==> src/rtl/match_controller.sv <==
// Match sequencing for a two-player paddle game: serve countdown, rally,
// point hold, scoring to a selectable target and winner flags.
module match_controller #(
  parameter int unsigned STEP_FRAMES  = 30,
  parameter int unsigned POINT_FRAMES = 60
) (
  input  logic       clk,
  input  logic       rst,
  input  logic       frame_tick,
  input  logic       start,
  input  logic       serve,
  input  logic       point_p1,
  input  logic       point_p2,
  input  logic [1:0] max_score,
  input  logic       serve_type,
  output logic [2:0] state,
  output logic       ball_en,
  output logic       ball_reset,
  output logic       serve_dir,
  output logic [1:0] countdown,
  output logic [4:0] score1,
  output logic [4:0] score2,
  output logic       p1_win,
  output logic       p2_win
);

  localparam int unsigned MAX_FRAMES = (STEP_FRAMES > POINT_FRAMES) ? STEP_FRAMES : POINT_FRAMES;
  localparam int unsigned FCNT_W     = $clog2(MAX_FRAMES + 1);
  localparam int unsigned SCORE_W    = 5;

  typedef enum logic [2:0] {
    S_IDLE      = 3'd0,
    S_READY     = 3'd1,
    S_COUNTDOWN = 3'd2,
    S_RALLY     = 3'd3,
    S_POINT     = 3'd4,
    S_GAME_OVER = 3'd5
  } state_t;

  state_t              st_q, st_d;
  logic [FCNT_W-1:0]   fcnt_q, fcnt_d;
  logic [1:0]          cd_q, cd_d;
  logic [SCORE_W-1:0]  s1_q, s1_d, s2_q, s2_d;
  logic [SCORE_W-1:0]  target_q, target_d;
  logic [SCORE_W-1:0]  new_score;
  logic                w1_q, w1_d, w2_q, w2_d;
  logic                ben_q, ben_d, brst_q, brst_d, sdir_q, sdir_d;

  function automatic logic [SCORE_W-1:0] target_of(input logic [1:0] sel);
    case (sel)
      2'b00:   target_of = SCORE_W'(3);
      2'b01:   target_of = SCORE_W'(5);
      2'b10:   target_of = SCORE_W'(7);
      default: target_of = SCORE_W'(11);
    endcase
  endfunction

  // State and all output registers
  always_ff @(posedge clk or negedge rst) begin
    if (!rst) begin
      st_q     <= S_IDLE;
      fcnt_q   <= '0;
      cd_q     <= '0;
      s1_q     <= '0;
      s2_q     <= '0;
      target_q <= SCORE_W'(3);
      w1_q     <= 1'b0;
      w2_q     <= 1'b0;
      ben_q    <= 1'b0;
      brst_q   <= 1'b0;
      sdir_q   <= 1'b0;
    end else begin
      st_q     <= st_d;
      fcnt_q   <= fcnt_d;
      cd_q     <= cd_d;
      s1_q     <= s1_d;
      s2_q     <= s2_d;
      target_q <= target_d;
      w1_q     <= w1_d;
      w2_q     <= w2_d;
      ben_q    <= ben_d;
      brst_q   <= brst_d;
      sdir_q   <= sdir_d;
    end
  end

  // Next-state logic; start overrides everything and restarts the match
  always_comb begin
    st_d      = st_q;
    fcnt_d    = fcnt_q;
    cd_d      = cd_q;
    s1_d      = s1_q;
    s2_d      = s2_q;
    target_d  = target_q;
    w1_d      = w1_q;
    w2_d      = w2_q;
    ben_d     = ben_q;
    brst_d    = 1'b0;
    sdir_d    = sdir_q;
    new_score = point_p1 ? (s1_q + SCORE_W'(1)) : (s2_q + SCORE_W'(1));

    if (start) begin
      st_d     = S_READY;
      fcnt_d   = '0;
      cd_d     = '0;
      s1_d     = '0;
      s2_d     = '0;
      target_d = target_of(max_score);
      w1_d     = 1'b0;
      w2_d     = 1'b0;
      ben_d    = 1'b0;
      brst_d   = 1'b1;
      sdir_d   = 1'b0;
    end else begin
      case (st_q)
        S_READY: begin
          if (serve) begin
            st_d   = S_COUNTDOWN;
            cd_d   = 2'd3;
            fcnt_d = '0;
          end
        end
        S_COUNTDOWN: begin
          if (frame_tick) begin
            if (fcnt_q == FCNT_W'(STEP_FRAMES - 1)) begin
              fcnt_d = '0;
              cd_d   = cd_q - 2'd1;
              if (cd_q == 2'd1) begin
                st_d  = S_RALLY;
                ben_d = 1'b1;
              end
            end else begin
              fcnt_d = fcnt_q + FCNT_W'(1);
            end
          end
        end
        S_RALLY: begin
          // Simultaneous points cancel out and the rally continues
          if (point_p1 ^ point_p2) begin
            if (point_p1) s1_d = new_score;
            else          s2_d = new_score;
            ben_d = 1'b0;
            if (new_score == target_q) begin
              st_d = S_GAME_OVER;
              w1_d = point_p1;
              w2_d = point_p2;
            end else begin
              st_d   = S_POINT;
              brst_d = 1'b1;
              fcnt_d = '0;
              sdir_d = serve_type ? point_p1 : ~sdir_q;
            end
          end
        end
        S_POINT: begin
          if (frame_tick) begin
            if (fcnt_q == FCNT_W'(POINT_FRAMES - 1)) begin
              fcnt_d = '0;
              st_d   = S_READY;
            end else begin
              fcnt_d = fcnt_q + FCNT_W'(1);
            end
          end
        end
        default: ;
      endcase
    end
  end

  assign state      = st_q;
  assign ball_en    = ben_q;
  assign ball_reset = brst_q;
  assign serve_dir  = sdir_q;
  assign countdown  = cd_q;
  assign score1     = s1_q;
  assign score2     = s2_q;
  assign p1_win     = w1_q;
  assign p2_win     = w2_q;

endmodule

==> config.mk <==
export PLATFORM = sky130hd
export DESIGN_NAME = match_controller
export DESIGN_NICKNAME = d
export VERILOG_FILES = /design/src/rtl/match_controller.sv
export SDC_FILE = /design/constraint.sdc
export NUM_CORES = 1
export LEC_CHECK = 0
export ABC_CLOCK_PERIOD_IN_PS = 3350
export CAP_MARGIN = 10
export CORE_MARGIN = 5
export CORE_UTILIZATION = 57
export CTS_BUF_LIST = sky130_fd_sc_hd__clkbuf_16
export CTS_CLUSTER_SIZE = 40
export DETAILED_ROUTE_END_ITERATION = 10
export PLACE_DENSITY = 0.85
export SYNTH_ARGS = -nofsm -noshare
export SYNTH_HDL_FRONTEND = slang
export SYNTH_SLANG_ARGS = --single-unit
==> constraint.sdc <==
create_clock -name clk -period 3.35 [get_ports clk]
set_input_delay 0.5025 -clock clk [delete_from_list [all_inputs] [get_ports clk]]
set_output_delay 0.5025 -clock clk [all_outputs]
set_load 0.05 [all_outputs]
== Yosys cells after proc, flatten, opt, wreduce, memory -nomap -nowiden ==
Index checks and enable logic that the tools add are counted.
Word-level totals
  output and inout bits: 20
  register bits: 31
  bits of input ports: 10
Operators by class
  reductions and logical operators: 16
  mux-type cells: 57
  $add $sub $neg: 4
  equal/unequal tests: 20
  bitwise logic cells: 2
Operators with widths (number)
  6-bit 2-to-1 mux: 8
  5-bit 2-to-1 mux: 9
  3-bit 2-to-1 mux: 8
  3-bit inequality test (second input constant): 8
  6-bit one-hot mux with 4 select lines: 1
  1-bit 2-to-1 mux: 23
  3-bit one-hot mux with 4 select lines: 1
  4-bit one-hot mux with 3 select lines: 1
  3-bit AND reduction: 4
  5-bit by 1-bit adder with 5-bit output (second input constant): 2
  2-bit 2-to-1 mux: 4
  8-bit AND reduction: 1
  2-bit nonzero test: 4
  6-bit by 1-bit adder with 6-bit output (second input constant): 1
  3-bit by 2-bit == test with 1-bit output (second input constant): 2
  6-bit by 5-bit == test with 1-bit output (second input constant): 1
  6-bit == test (second input constant): 1
  6-bit AND reduction: 1
  3-bit nonzero test: 2
  5-bit == test: 1
  5-bit AND reduction: 1
  5-bit nonzero test: 1
  2-bit by 1-bit == test with 1-bit output (second input constant): 2
  2-bit inequality test (second input constant): 2
  10 further kinds: 10

== Logic depth before layout (Yosys ltp) ==
  depth in word-level cells: 7
  mapped depth: 9
  mapped depth without buffers: 7

== Worst setup path before layout ==
Ideal clock, no wire load.
  path type: input to register
  start: input point_p1
  end: register fcnt_q[1]
  path buffers: 2
  setup time: 0.125 ns
  setup slack: 0.745 ns
  stages on the path: 9
  data required time: 3.225 ns
  arrival: 2.480 ns
  cells stage by stage: buf_6 > mux2_2 > ha_1 > and4_1 > nor3_1 > and3b_1 > buf_2 > a31oi_4 > mux2_4
Between the ends
  cells in the longest elaborated chain, start to end: 4
Ends and longest elaborated chain
  from (decl): line 12  | input logic point_p1,
  5-bit 2-to-1 mux: line 100  | new_score = point_p1 ? (s1_q + SCORE_W'(1)) : (s2_q + SCORE_W'(1));
  5-bit == test: line 143  | if (new_score == target_q) begin
  3-bit inequality test (no line)
  6-bit AND reduction (no line) *
  to (signal assigned): line 74  | fcnt_q <= fcnt_d;
  to (decl): line 41  | logic [FCNT_W-1:0] fcnt_q, fcnt_d;
Every way passes the cells marked *; elsewhere a longest branch is shown, timed or not.
A chain may end at the register's enable or synchronous reset.

== Final worst setup path ==
Ends and elaborated chain as after synthesis.

==> impl_metrics.yaml <==
synth:
  synthCells: 197
  synth_most_common_cell: "dfrtp_1"
  yosysTopAreaCellShare: 0.384
  synth_edf_count: 0
  synth_area_mm2: 0.00182
  yosysWarnings: 0
  synth_commonest_cells: "28 x dfrtp_1, 15 x nor2_1, 13 x a21oi_1, 13 x inv_1, 13 x nand2_1"
  synth.avg_cell_area_um2: 9.25
  ys_ff_latch: 29
  synth_flop_cell: "dfrtp_1"
  yosys-top-cells-area: "dfrtp_1 38%, ha_1 4.1%, a21oi_1 3.6%"
  yosys.cell_types.count: 53
  synth_top_cell_by_area: "dfrtp_1"
  async_flop_share: 1.00
  syn_nets: 213
  seq_area_frac_synth: 0.399
critical_path:
  worstSetupPathType: "input pin to register"
  path_cells: "clkdlybuf4s50_1 > mux2_2 > ha_1 > and4_1 > nor3_1 > and3b_1 > a31oi_4 > mux2_4"
  r2r_cells: 7
  crit_fanout: 6
  critPathLaunchType: "input pin"
  r2r-end: "fcnt_q[1]$_DFFE_PN0P_"
  reg2reg_from: "score1[0]$_DFFE_PN0P_"
  path_buf_inv: 1
  arrival_ns: 3.05
  endpoint_kind: "register"
  cpPeakStageDelay_ns: 0.53
  regToRegSetupSlack_ns: 0.88
  cp_top_family: "multiplexers"
  crit_slowest_cell: "clkdlybuf4s50_1"
  cp.required_ns: 3.51
floorplanning:
  initial_core_util: 0.597
  core_area_mm2: 0.00305
  dieArea_mm2: 0.00443
  fp.dieW_um: 66.6
  die_h_um: 66.6
  rows: 20
  pin_count: 30
clocking:
  cts_root_buffer: "clkbuf_16"
  clockBufferDepth: 2
  clock_sinks: 29
  htree_levels: 2
  cts_buffers: 5
  cts_tree: "yes"
  cts_hold_buf: 0
  clk_latency_ns: 0.27
  post_cts_resized: 0
  path_clk_slew_ns: 0.05
  cts_setup_buffers: 0
detailed_routing:
  vias_per_cell: 5.85
  drc: 0
  drt-initial-drc-count: 117
  wl_per_cell_um: 15.9
  firstDrtPassIters: 5
  drt-total-wl_mm: 4.37
  ant_nets: 0
  vias: 1608
pwr:
  leakagePower_nw: 0.966
  totalPowerFinal_mw: 1.56
  cellPowerDensity_mw_per_mm2: 675
  vdd_drop_max_mv: 0.543
final_layout:
  layout-drive-gt1-share: 0.0909
  stdcell_area_mm2: 0.00230
  final_util: 0.755
  nNetsFinal: 246
  area_growth_pct: 26.4
  diodes: 0
  fin_cells: 275
timing:
  rsz0062_at_grt: "false"
  fin_setup_tns_ns: 0
  whs_ns: 0.501
  period_share: 0.863
  period_needed_ns: 2.89
  drv_slew: 0
  worst_pin_slew_ns: 0.595
  setup_viol: 0
  fmax_mhz: 346
  slew_headroom: 0.600
  hold_viol: 0
  setup_ws_ns: 0.461
  skew_ns: 0.00271
run:
  drv_cap: 0
min_path:
  min_to: "target_q[1]$_DFFE_PN1P_"
  hold_path_class: "register to register"
  holdPathStages: 2
  min_from: "target_q[1]$_DFFE_PN1P_"
global_routing:
  grt_pass1_vias: 1534
  grtUsageTotal: 0.225
  overflow: 0
  antenna_found_initial: 0
  grt_first_pass_wirelength_mm: 7.44
  grt_max_degree: 30
place:
  place_congestion: 0.853
  hpwl_mm: 3.12
  dpl_cell_area_mm2: 0.00217
  post-place-ws_ns: 0.214
  dp.cells: 267
  port_buffers: 29
status:
  status: "completed"
metal layers:
layer	track usage	routed length, um	vias to the layer above
li1	-	-	775
met1	0.305	1910	762
met2	0.348	2080	64
met3	0.0405	296	7
met4	0.0990	82	0
met5	0	0	-
cell families after synthesis:
group | synth area share
AOI/OAI and AO/OA | 0.183
adders and majority gates | 0.0412
muxes | 0.0542
xor gates and xnor gates | 0.0528
DFF | 0.399
buffers and inverters | 0.0480
and+or+nand+nor | 0.222
cell usage in the layout, fill, tap and decap left out, types with 2 or more instances in the layout:
cell type        instances
nor4_1                   2
nor2b_1                  6
a311oi_1                 2
nand3_1                  5
o21ai_0                  7
nor3_1                  10
xor2_1                   6
mux2_2                   3
nand3b_1                 2
clkdlybuf4s50_1         29
and2_1                   2
a21oi_1                 13
a31oi_1                  4
nor2_1                  15
nand4_1                  3
inv_1                   16
clkbuf_16                5
xnor2_1                  5
nand2_1                 13
o22ai_1                  4
dfrtp_1                 28
and4b_1                  2
a2111oi_0                2
nand2b_1                 4
ha_1                     6
buf_4                    5
mux2i_1                  5
and3_1                   2
o31ai_1                  2
worst register-to-register path, cell delays in order (launching register included):
cell and delay (ns):
dfrtp_1 0.41, mux2_2 0.33, ha_1 0.30, and4_1 0.25
nor3_1 0.17, and3b_1 0.28, a31oi_4 0.28, mux2_4 0.32
power by group:
part | leakage [nW] | switching, mW | internal, mW
Combinational | 0.504 | 0.411 | 0.245
Sequential | 0.384 | 0.0839 | 0.408
Clock | 0.0776 | 0.141 | 0.265
registers in the layout, indices dropped and copies added (netlist names):
name,flops
serve_dir,1
ball_reset,1
ball_en,1
state,3
score2,5
p1_win,1
fcnt_q,6
target_q,3
p2_win,1
score1,5
countdown,2
area by class of cell:
| class | instances | area [um^2] |
|---|---|---|
| well taps | 44 | 55.1 |
| multi-input cells | 147 | 1010 |
| clock buffers | 5 | 125 |
| clock inverters | 3 | 11.3 |
| repair buffers | 34 | 328 |
| fillers | 227 | 749 |
| flip-flops and latches | 29 | 727 |
| inverters | 13 | 48.8 |
worst max-delay path by stage:
| stage | start | to | slack, ns | depth (start not counted) |
|---|---|---|---|---|
| floorplan | point_p1 | fcnt_q[1]$_DFFE_PN0P_ | 0.74 | 9 |
| global placement | point_p1 | fcnt_q[1]$_DFFE_PN0P_ | 0.29 | 8 |
| detailed placement | point_p1 | fcnt_q[1]$_DFFE_PN0P_ | 0.21 | 8 |
| CTS | point_p1 | fcnt_q[1]$_DFFE_PN0P_ | 0.47 | 8 |
| global route | point_p1 | fcnt_q[1]$_DFFE_PN0P_ | 0.38 | 8 |
| finish | point_p1 | fcnt_q[1]$_DFFE_PN0P_ | 0.46 | 8 |
(Power assumes the default switching activity.)
